===== src/rtl/maze_mem_arbiter_if.sv =====
// Bus bundle between the two maze solvers, the arbiter and the maze memory.
// The slave modport is the arbiter's view; master is the requester/memory side.
interface maze_mem_arbiter_if #(
  parameter int maze_width = 6
);

  // Requester A
  logic                  req_a;
  logic [maze_width-1:0] row_a;
  logic [maze_width-1:0] col_a;
  logic                  oe_a;
  logic                  we_a;
  logic                  done_a;
  logic                  gnt_a;
  logic                  rvalid_a;
  logic                  rdata_a;

  // Requester B
  logic                  req_b;
  logic [maze_width-1:0] row_b;
  logic [maze_width-1:0] col_b;
  logic                  oe_b;
  logic                  we_b;
  logic                  done_b;
  logic                  gnt_b;
  logic                  rvalid_b;
  logic                  rdata_b;

  // Shared maze memory port
  logic [maze_width-1:0] mem_row;
  logic [maze_width-1:0] mem_col;
  logic                  mem_oe;
  logic                  mem_we;
  logic                  mem_in;

  // Status
  logic                  all_done;
  logic                  protocol_err;

  modport slave (
    input  req_a, row_a, col_a, oe_a, we_a, done_a,
    output gnt_a, rvalid_a, rdata_a,
    input  req_b, row_b, col_b, oe_b, we_b, done_b,
    output gnt_b, rvalid_b, rdata_b,
    output mem_row, mem_col, mem_oe, mem_we,
    input  mem_in,
    output all_done, protocol_err
  );

  modport master (
    output req_a, row_a, col_a, oe_a, we_a, done_a,
    input  gnt_a, rvalid_a, rdata_a,
    output req_b, row_b, col_b, oe_b, we_b, done_b,
    input  gnt_b, rvalid_b, rdata_b,
    input  mem_row, mem_col, mem_oe, mem_we,
    output mem_in,
    input  all_done, protocol_err
  );

endinterface


===== src/rtl/maze_mem_arbiter.sv =====
// Round-robin arbiter sharing one maze memory port between two wall-follower
// solvers. One access is in flight at a time: IDLE samples requests, ISSUE
// drives the memory for one cycle, RESP waits for the registered read data.
module maze_mem_arbiter #(
  parameter int maze_width = 6
) (
  input  logic               clk,
  input  logic               rst,
  maze_mem_arbiter_if.slave  bus
);

  typedef enum logic [1:0] {
    S_IDLE  = 2'd0,
    S_ISSUE = 2'd1,
    S_RESP  = 2'd2
  } state_t;

  typedef enum logic {
    WIN_A = 1'b0,
    WIN_B = 1'b1
  } winner_t;

  state_t                r_state;
  state_t                w_next_state;

  // Last granted requester. While an access is in ISSUE/RESP this is also the
  // owner of that access, so one register serves both roles.
  winner_t               r_last_winner;
  winner_t               w_pick;

  logic                  w_elig_a;
  logic                  w_elig_b;
  logic                  w_any_elig;
  logic                  w_grant_now;

  // Command registers latched from the winning requester in IDLE
  logic [maze_width-1:0] r_cmd_row;
  logic [maze_width-1:0] r_cmd_col;
  logic                  r_cmd_oe;
  logic                  r_cmd_we;
  logic                  w_cmd_read;
  logic                  w_cmd_bad;

  logic                  r_rvalid_a;
  logic                  r_rvalid_b;
  logic                  r_rdata_a;
  logic                  r_rdata_b;
  logic                  r_all_done;
  logic                  r_protocol_err;

  logic                  w_gnt_a;
  logic                  w_gnt_b;
  logic                  w_mem_oe;
  logic                  w_mem_we;

  // A requester that has declared done is invisible to arbitration.
  assign w_elig_a    = bus.req_a & ~bus.done_a;
  assign w_elig_b    = bus.req_b & ~bus.done_b;
  assign w_any_elig  = w_elig_a | w_elig_b;
  assign w_grant_now = (r_state == S_IDLE) && w_any_elig;

  // oe+we together is treated as a write; neither set moves no strobe.
  assign w_cmd_read  = r_cmd_oe & ~r_cmd_we;
  assign w_cmd_bad   = (r_cmd_oe == r_cmd_we);

  // Round-robin pick: a lone eligible requester wins, otherwise alternate.
  always_comb begin
    w_pick = WIN_A;
    if (w_elig_a && w_elig_b) begin
      w_pick = (r_last_winner == WIN_B) ? WIN_A : WIN_B;
    end else if (w_elig_b) begin
      w_pick = WIN_B;
    end
  end

  // FSM state register.
  always_ff @(posedge clk or posedge rst) begin
    if (rst) begin
      r_state <= S_IDLE;
    end else begin
      // NOTE: sequential state uses non-blocking assignments so every flop
      // samples pre-edge values regardless of block ordering.
      r_state <= w_next_state;
    end
  end

  // FSM next-state and grant/strobe outputs.
  always_comb begin
    // NOTE: every output of this block gets a default first so no path can
    // leave one unassigned and infer a latch.
    w_next_state = r_state;
    w_gnt_a      = 1'b0;
    w_gnt_b      = 1'b0;
    w_mem_oe     = 1'b0;
    w_mem_we     = 1'b0;
    case (r_state)
      S_IDLE: begin
        if (w_any_elig) begin
          w_next_state = S_ISSUE;
        end
      end
      S_ISSUE: begin
        w_gnt_a      = (r_last_winner == WIN_A);
        w_gnt_b      = (r_last_winner == WIN_B);
        w_mem_oe     = w_cmd_read;
        w_mem_we     = r_cmd_we;
        w_next_state = w_cmd_read ? S_RESP : S_IDLE;
      end
      S_RESP: begin
        w_next_state = S_IDLE;
      end
      default: begin
        w_next_state = S_IDLE;
      end
    endcase
  end

  // Latch the winner's command and remember who won, on every grant.
  always_ff @(posedge clk or posedge rst) begin
    if (rst) begin
      r_last_winner <= WIN_B;
      r_cmd_row     <= '0;
      r_cmd_col     <= '0;
      r_cmd_oe      <= 1'b0;
      r_cmd_we      <= 1'b0;
    end else if (w_grant_now) begin
      r_last_winner <= w_pick;
      if (w_pick == WIN_A) begin
        r_cmd_row <= bus.row_a;
        r_cmd_col <= bus.col_a;
        r_cmd_oe  <= bus.oe_a;
        r_cmd_we  <= bus.we_a;
      end else begin
        r_cmd_row <= bus.row_b;
        r_cmd_col <= bus.col_b;
        r_cmd_oe  <= bus.oe_b;
        r_cmd_we  <= bus.we_b;
      end
    end
  end

  // Capture read data during RESP; rvalid pulses in the following cycle.
  always_ff @(posedge clk or posedge rst) begin
    if (rst) begin
      r_rvalid_a <= 1'b0;
      r_rvalid_b <= 1'b0;
      r_rdata_a  <= 1'b0;
      r_rdata_b  <= 1'b0;
    end else begin
      r_rvalid_a <= (r_state == S_RESP) && (r_last_winner == WIN_A);
      r_rvalid_b <= (r_state == S_RESP) && (r_last_winner == WIN_B);
      if ((r_state == S_RESP) && (r_last_winner == WIN_A)) begin
        r_rdata_a <= bus.mem_in;
      end
      if ((r_state == S_RESP) && (r_last_winner == WIN_B)) begin
        r_rdata_b <= bus.mem_in;
      end
    end
  end

  // Sticky status flags: malformed command seen, both solvers finished.
  always_ff @(posedge clk or posedge rst) begin
    if (rst) begin
      r_protocol_err <= 1'b0;
      r_all_done     <= 1'b0;
    end else begin
      if ((r_state == S_ISSUE) && w_cmd_bad) begin
        r_protocol_err <= 1'b1;
      end
      if (bus.done_a && bus.done_b) begin
        r_all_done <= 1'b1;
      end
    end
  end

  // Address follows the command registers, so it holds outside ISSUE.
  assign bus.mem_row      = r_cmd_row;
  assign bus.mem_col      = r_cmd_col;
  assign bus.mem_oe       = w_mem_oe;
  assign bus.mem_we       = w_mem_we;

  assign bus.gnt_a        = w_gnt_a;
  assign bus.gnt_b        = w_gnt_b;
  assign bus.rvalid_a     = r_rvalid_a;
  assign bus.rvalid_b     = r_rvalid_b;
  assign bus.rdata_a      = r_rdata_a;
  assign bus.rdata_b      = r_rdata_b;

  assign bus.all_done     = r_all_done;
  assign bus.protocol_err = r_protocol_err;

endmodule


===== src/flat_wrapper.sv =====
// flat-port wrapper written by rule: the top's interface ports become plain ports
module maze_mem_arbiter_flat 
#(
  parameter int maze_width = 6
)
  (clk, rst, bus_req_a, bus_row_a, bus_col_a, bus_oe_a, bus_we_a, bus_done_a, bus_gnt_a, bus_rvalid_a, bus_rdata_a, bus_req_b, bus_row_b, bus_col_b, bus_oe_b, bus_we_b, bus_done_b, bus_gnt_b, bus_rvalid_b, bus_rdata_b, bus_mem_row, bus_mem_col, bus_mem_oe, bus_mem_we, bus_mem_in, bus_all_done, bus_protocol_err);
  maze_mem_arbiter_if #(.maze_width(maze_width)) bus_i ();
  input  logic clk;
  input  logic rst;
  input wire logic [$bits(bus_i.req_a)-1:0] bus_req_a;
  input wire logic [$bits(bus_i.row_a)-1:0] bus_row_a;
  input wire logic [$bits(bus_i.col_a)-1:0] bus_col_a;
  input wire logic [$bits(bus_i.oe_a)-1:0] bus_oe_a;
  input wire logic [$bits(bus_i.we_a)-1:0] bus_we_a;
  input wire logic [$bits(bus_i.done_a)-1:0] bus_done_a;
  output wire logic [$bits(bus_i.gnt_a)-1:0] bus_gnt_a;
  output wire logic [$bits(bus_i.rvalid_a)-1:0] bus_rvalid_a;
  output wire logic [$bits(bus_i.rdata_a)-1:0] bus_rdata_a;
  input wire logic [$bits(bus_i.req_b)-1:0] bus_req_b;
  input wire logic [$bits(bus_i.row_b)-1:0] bus_row_b;
  input wire logic [$bits(bus_i.col_b)-1:0] bus_col_b;
  input wire logic [$bits(bus_i.oe_b)-1:0] bus_oe_b;
  input wire logic [$bits(bus_i.we_b)-1:0] bus_we_b;
  input wire logic [$bits(bus_i.done_b)-1:0] bus_done_b;
  output wire logic [$bits(bus_i.gnt_b)-1:0] bus_gnt_b;
  output wire logic [$bits(bus_i.rvalid_b)-1:0] bus_rvalid_b;
  output wire logic [$bits(bus_i.rdata_b)-1:0] bus_rdata_b;
  output wire logic [$bits(bus_i.mem_row)-1:0] bus_mem_row;
  output wire logic [$bits(bus_i.mem_col)-1:0] bus_mem_col;
  output wire logic [$bits(bus_i.mem_oe)-1:0] bus_mem_oe;
  output wire logic [$bits(bus_i.mem_we)-1:0] bus_mem_we;
  input wire logic [$bits(bus_i.mem_in)-1:0] bus_mem_in;
  output wire logic [$bits(bus_i.all_done)-1:0] bus_all_done;
  output wire logic [$bits(bus_i.protocol_err)-1:0] bus_protocol_err;
  assign bus_i.req_a = bus_req_a;
  assign bus_i.row_a = bus_row_a;
  assign bus_i.col_a = bus_col_a;
  assign bus_i.oe_a = bus_oe_a;
  assign bus_i.we_a = bus_we_a;
  assign bus_i.done_a = bus_done_a;
  assign bus_gnt_a = bus_i.gnt_a;
  assign bus_rvalid_a = bus_i.rvalid_a;
  assign bus_rdata_a = bus_i.rdata_a;
  assign bus_i.req_b = bus_req_b;
  assign bus_i.row_b = bus_row_b;
  assign bus_i.col_b = bus_col_b;
  assign bus_i.oe_b = bus_oe_b;
  assign bus_i.we_b = bus_we_b;
  assign bus_i.done_b = bus_done_b;
  assign bus_gnt_b = bus_i.gnt_b;
  assign bus_rvalid_b = bus_i.rvalid_b;
  assign bus_rdata_b = bus_i.rdata_b;
  assign bus_mem_row = bus_i.mem_row;
  assign bus_mem_col = bus_i.mem_col;
  assign bus_mem_oe = bus_i.mem_oe;
  assign bus_mem_we = bus_i.mem_we;
  assign bus_i.mem_in = bus_mem_in;
  assign bus_all_done = bus_i.all_done;
  assign bus_protocol_err = bus_i.protocol_err;
  maze_mem_arbiter #(.maze_width(maze_width)) u_core (.clk(clk), .rst(rst), .bus(bus_i));
endmodule

===== config.mk =====
export PLATFORM = sky130hd
export DESIGN_NAME = maze_mem_arbiter_flat
export DESIGN_NICKNAME = d
export VERILOG_FILES = /design/src/rtl/maze_mem_arbiter_if.sv /design/src/rtl/maze_mem_arbiter.sv /design/src/flat_wrapper.sv
export SDC_FILE = /design/constraint.sdc
export NUM_CORES = 1
export LEC_CHECK = 0
export ABC_AREA = 0
export CAP_MARGIN = 20
export CORE_ASPECT_RATIO = 0.6
export CORE_MARGIN = 4
export CORE_UTILIZATION = 39
export CTS_CLUSTER_DIAMETER = 60
export DETAILED_ROUTE_END_ITERATION = 6
export PLACE_DENSITY = 0.83
export SLEW_MARGIN = 20
export SYNTH_ARGS = -nofsm -noshare
export SYNTH_HDL_FRONTEND = slang
export SYNTH_SLANG_ARGS = --single-unit

===== constraint.sdc =====
create_clock -name clk -period 1.5 [get_ports clk]
set_input_delay 0.3 -clock clk [delete_from_list [all_inputs] [get_ports clk]]
set_output_delay 0.3 -clock clk [all_outputs]
set_load 0.02 [all_outputs]

==> flow_summary.html <==
<table>
<tr><th>Metric</th><th>Value</th></tr>
<tr><th colspan="2">Status</th></tr>
<tr><td>Run status</td><td>finished clean</td></tr>
<tr><th colspan="2">Setup path</th></tr>
<tr><td>Critical path startpoint category</td><td>register</td></tr>
<tr><td>Class of the most critical setup path</td><td>reg -&gt; out</td></tr>
<tr><td>Slowest library cell on the worst path</td><td>dfrtp_1</td></tr>
<tr><td>Worst stage delay on the critical path</td><td>400 ps</td></tr>
<tr><td>Reg-to-reg startpoint</td><td>u_core.r_state[1]</td></tr>
<tr><td>Crit path cell chain</td><td>inv_1, ha_2, and2_4, buf_6</td></tr>
<tr><td>Largest fanout on the critical path</td><td>3</td></tr>
<tr><td>Required time at the worst-slack endpoint</td><td>1200 ps</td></tr>
<tr><td>Data arrival at the endpoint of the critical path</td><td>1170 ps</td></tr>
<tr><td>Nature of the critical path endpoint</td><td>output port</td></tr>
<tr><td>Worst r2r dst</td><td>u_core.r_last_winner</td></tr>
<tr><td>Worst reg-to-reg setup slack</td><td>50 ps</td></tr>
<tr><td>Reg2reg path depth</td><td>4</td></tr>
<tr><th colspan="2">Detailed routing</th></tr>
<tr><td>Number of search-and-repair iterations in the first detailed-routing pass</td><td>5</td></tr>
<tr><td>Remaining antenna violation count after routing</td><td>0</td></tr>
<tr><td>Total number of vias</td><td>1038</td></tr>
<tr><td>Total Routed Length</td><td>3100 um</td></tr>
<tr><td>Average vias per placed instance</td><td>4.92</td></tr>
<tr><td>Violation count after the first detailed-routing iteration</td><td>22</td></tr>
<tr><td>Post-DR wirelength/cell</td><td>14.7 um</td></tr>
<tr><td>Number of design rule violations left after detail routing</td><td>0</td></tr>
<tr><th colspan="2">Finish</th></tr>
<tr><td>Area of the multi-input gates</td><td>489 um2</td></tr>
<tr><td>Final core occ</td><td>71.5%</td></tr>
<tr><td>Filler cell count in the final layout</td><td>184</td></tr>
<tr><td>Fraction of final layout cells sized beyond drive strength 1</td><td>24.6%</td></tr>
<tr><td>Post-route cell area</td><td>1870 um2</td></tr>
<tr><td>Sequential cell area</td><td>577 um2</td></tr>
<tr><td>Growth of design area from synthesis to finish</td><td>67.9%</td></tr>
<tr><td>Layout Nets</td><td>216</td></tr>
<tr><td>N_diodes</td><td>0</td></tr>
<tr><th colspan="2">Global route</th></tr>
<tr><td>Gr ovfl total</td><td>0</td></tr>
<tr><td>Pin count of the biggest net entering global routing</td><td>13</td></tr>
<tr><td>Gr busiest metal</td><td>met2</td></tr>
<tr><td>Global-route wire length before repair</td><td>5030 um</td></tr>
<tr><td>Global-route track usage on met1</td><td>19.2%</td></tr>
<tr><td>Total global routing track utilization</td><td>16.9%</td></tr>
<tr><td>Number of global-route vias before repair</td><td>1106</td></tr>
<tr><td>Met3 track demand over resource in global routing</td><td>4.98%</td></tr>
<tr><td>Number of antenna violations at the first check in global routing</td><td>0</td></tr>
<tr><td>Global-route track usage on met2</td><td>31.2%</td></tr>
<tr><th colspan="2">Placement</th></tr>
<tr><td>RD Place Congestion</td><td>0.764</td></tr>
<tr><td>Pre-CTS WS</td><td>-229 ps</td></tr>
<tr><td>Count of buffers from port buffering</td><td>56</td></tr>
<tr><td>Area after DPL</td><td>1780 um2</td></tr>
<tr><td>Detailed-placement wirelength estimate</td><td>2500 um</td></tr>
<tr><th colspan="2">STA</th></tr>
<tr><td>Hold violation total from the final report</td><td>0</td></tr>
<tr><td>Clock period minus final worst setup slack</td><td>1470 ps</td></tr>
<tr><td>Number of max-slew violations in the final report</td><td>0</td></tr>
<tr><td>Final-report setup violation count</td><td>0</td></tr>
<tr><td>Part of the cycle the worst path needs</td><td>98.0%</td></tr>
<tr><td>Worst-Margin Slew</td><td>414 ps</td></tr>
<tr><td>Worst clock skew on the final layout</td><td>5.08 ps</td></tr>
<tr><td>RSZ-0062 raised after global routing</td><td>true</td></tr>
<tr><td>Relative slew slack</td><td>72.4%</td></tr>
<tr><td>Setup ws final</td><td>30.3 ps</td></tr>
<tr><td>Achievable Freq</td><td>0.680 GHz</td></tr>
<tr><th colspan="2">Floorplanning</th></tr>
<tr><td>Die H</td><td>49.3 um</td></tr>
<tr><td>Core area</td><td>2610 um2</td></tr>
<tr><td>Count of pins on the block boundary</td><td>57</td></tr>
<tr><td>Number of cell rows</td><td>14</td></tr>
<tr><td>Initial cell density of the core</td><td>42.6%</td></tr>
<tr><td>Die outline area</td><td>3790 um2</td></tr>
<tr><td>Die boundary width</td><td>76.9 um</td></tr>
<tr><th colspan="2">Clock tree</th></tr>
<tr><td>Clock slew at the register clock pins of the worst setup and hold paths</td><td>80 ps</td></tr>
<tr><td>Number of H-tree levels</td><td>1</td></tr>
<tr><td>TritonCTS clock tree</td><td>yes</td></tr>
<tr><td>Clock latency reported for the late side of the worst-skew pair</td><td>260 ps</td></tr>
<tr><td>TritonCTS sink count</td><td>23</td></tr>
<tr><td>Maximum buffer depth of the clock tree</td><td>2</td></tr>
<tr><td>Cell at the root of the clock tree</td><td>clkbuf_8</td></tr>
<tr><td>Hold bufs inserted after CTS</td><td>0</td></tr>
<tr><td>Number of buffers created by CTS</td><td>3</td></tr>
<tr><th colspan="2">Yosys</th></tr>
<tr><td>Gate Count Post-Synth</td><td>106</td></tr>
<tr><td>Seq/Total Area, Yosys</td><td>51.9%</td></tr>
<tr><td>Top cells by area in the synthesized netlist</td><td>dfrtp_1 50%, nand2_1 9.5%, a31oi_2 6.8%</td></tr>
<tr><td>Most frequent cells after synthesis</td><td>28 x nand2_1, 22 x dfrtp_1, 14 x nor2_1</td></tr>
<tr><td>Number of warnings issued by yosys</td><td>0</td></tr>
<tr><td>Synth Register Bits</td><td>23</td></tr>
<tr><td>Distinct cell type count of the synthesized netlist</td><td>23</td></tr>
<tr><td>Most used flip-flop cell after synthesis</td><td>dfrtp_1</td></tr>
<tr><td>Most frequent cell after synthesis</td><td>nand2_1</td></tr>
<tr><td>Average instance area after synthesis</td><td>10.5 um2</td></tr>
<tr><td>Post-synth top area share</td><td>49.5%</td></tr>
<tr><td>Fraction of synthesis flops using an asynchronous set or reset pin</td><td>100%</td></tr>
<tr><td>Post-synthesis instance area</td><td>1110 um2</td></tr>
<tr><td>Syn nets</td><td>142</td></tr>
<tr><td>Number of flops mapped to enable cells by yosys</td><td>0</td></tr>
<tr><td>Dominant cell type by area after synthesis</td><td>dfrtp_1</td></tr>
<tr><th colspan="2">Pwr</th></tr>
<tr><td>Total power</td><td>2190 uW</td></tr>
<tr><td>Static leakage</td><td>0.000888 uW</td></tr>
<tr><td>Worst supply voltage drop on vdd</td><td>0.751 mV</td></tr>
<tr><td>Pwr/cell area</td><td>1170 nW/um2</td></tr>
<tr><th colspan="2">Flow run</th></tr>
<tr><td>Reported max-cap violation count</td><td>0</td></tr>
<tr><th colspan="2">Worst hold path</th></tr>
<tr><td>Class of the most critical hold timing path</td><td>in -&gt; async</td></tr>
</table>
## worst max-delay path: cells and delay by family, from the launching register on
| family | cells | cell delay [ps] |
|---|---|---|
| buffers and inverters | 2 | 180 |
| flip-flops | 1 | 400 |
| adder cells (fa/ha/maj) | 1 | 180 |
| AND/OR/NAND/NOR | 1 | 150 |
## cell type report
cell class,instances,area share [%]
Timing Repair Buffer,74,37.9
Sequential cell,23,30.9
Multi-Input combinational cell,76,26.2
Clock buffer,4,2.41
Tap cell,32,2.15
Inverter,2,0.402
## through the flow
step	cells	hold slack [ps]	setup TNS [ps]
after floorplan	106	301	0
after global placement	204	447	-2990
after detailed placement	204	448	-3810
after CTS	209	261	0
after global routing	211	285	-107
final	211	257	0
## routing by layer
layer  up-vias  routed length, um  part of all wire [%]
li1        500                  -                     -
met1       492               1210                    39
met2        44               1650                    53
met3         2                228                   7.3
met4         0                 23                  0.74
met5         -                  0                     0
## cells by family (layout without fill, tap and decap cells)
family                   Yosys count  in the layout  share of synthesized area [%]
buffers and inverters              7             80                           5.41
multiplexers                       3              3                           3.04
flip-flops                        23             23                           51.9
AO/OA/AOI/OAI                     17             17                           14.5
AND/OR/NAND/NOR                   55             55                           24.0
adder cells (fa/ha/maj)            1              1                           1.13
## what timing repair did
| action | CTS | global route |
|---|---|---|
| pin swaps | 0 | 3 |
| resized for setup | 36 | 15 |
| setup buffers | 1 | 2 |
| setup endpoints to repair | 21 | 17 |
## cell usage in the layout (no fill, tap or decap), types with 2 or more instances in the layout
| cell type | instances |
|---|---|
| nand2_1 | 28 |
| buf_4 | 13 |
| clkdlybuf4s50_1 | 30 |
| inv_1 | 2 |
| buf_6 | 6 |
| dlygate4sd2_1 | 17 |
| nand2b_4 | 2 |
| a31oi_1 | 8 |
| and2_1 | 3 |
| buf_2 | 2 |
| nor2b_4 | 2 |
| dlymetal6s2s_1 | 5 |
| nor2_1 | 14 |
| dfrtp_1 | 22 |
| clkbuf_8 | 3 |
| mux2_2 | 3 |
| a31oi_2 | 6 |
## where the power goes
group | leakage, uW | switching [uW] | total [uW] | internal [uW]
sequential | 0.000263 | 92.3 | 875 | 782
clock | 0.0000228 | 187 | 376 | 189
combinational | 0.000602 | 478 | 938 | 460
total | 0.000888 | 757 | 2190 | 1430
## how the worst max path moves through the flow
stage / from / to / cells past startpoint / slack [ps]
global placement: bus_req_a / u_core.bus.mem_col[2] / 6 / -180
detailed placement: bus_req_a / u_core.bus.mem_col[5] / 6 / -230
global route: u_core.r_last_winner / u_core.bus.mem_col[3] / 6 / -30
CTS: u_core.r_state[0] / bus_mem_oe / 4 / 7
floorplan: u_core.r_state[0] / bus_gnt_a / 2 / 200
finish: u_core.r_cmd_we / bus_mem_oe / 4 / 30
Note: power is estimated with default switching activity, not from simulation.
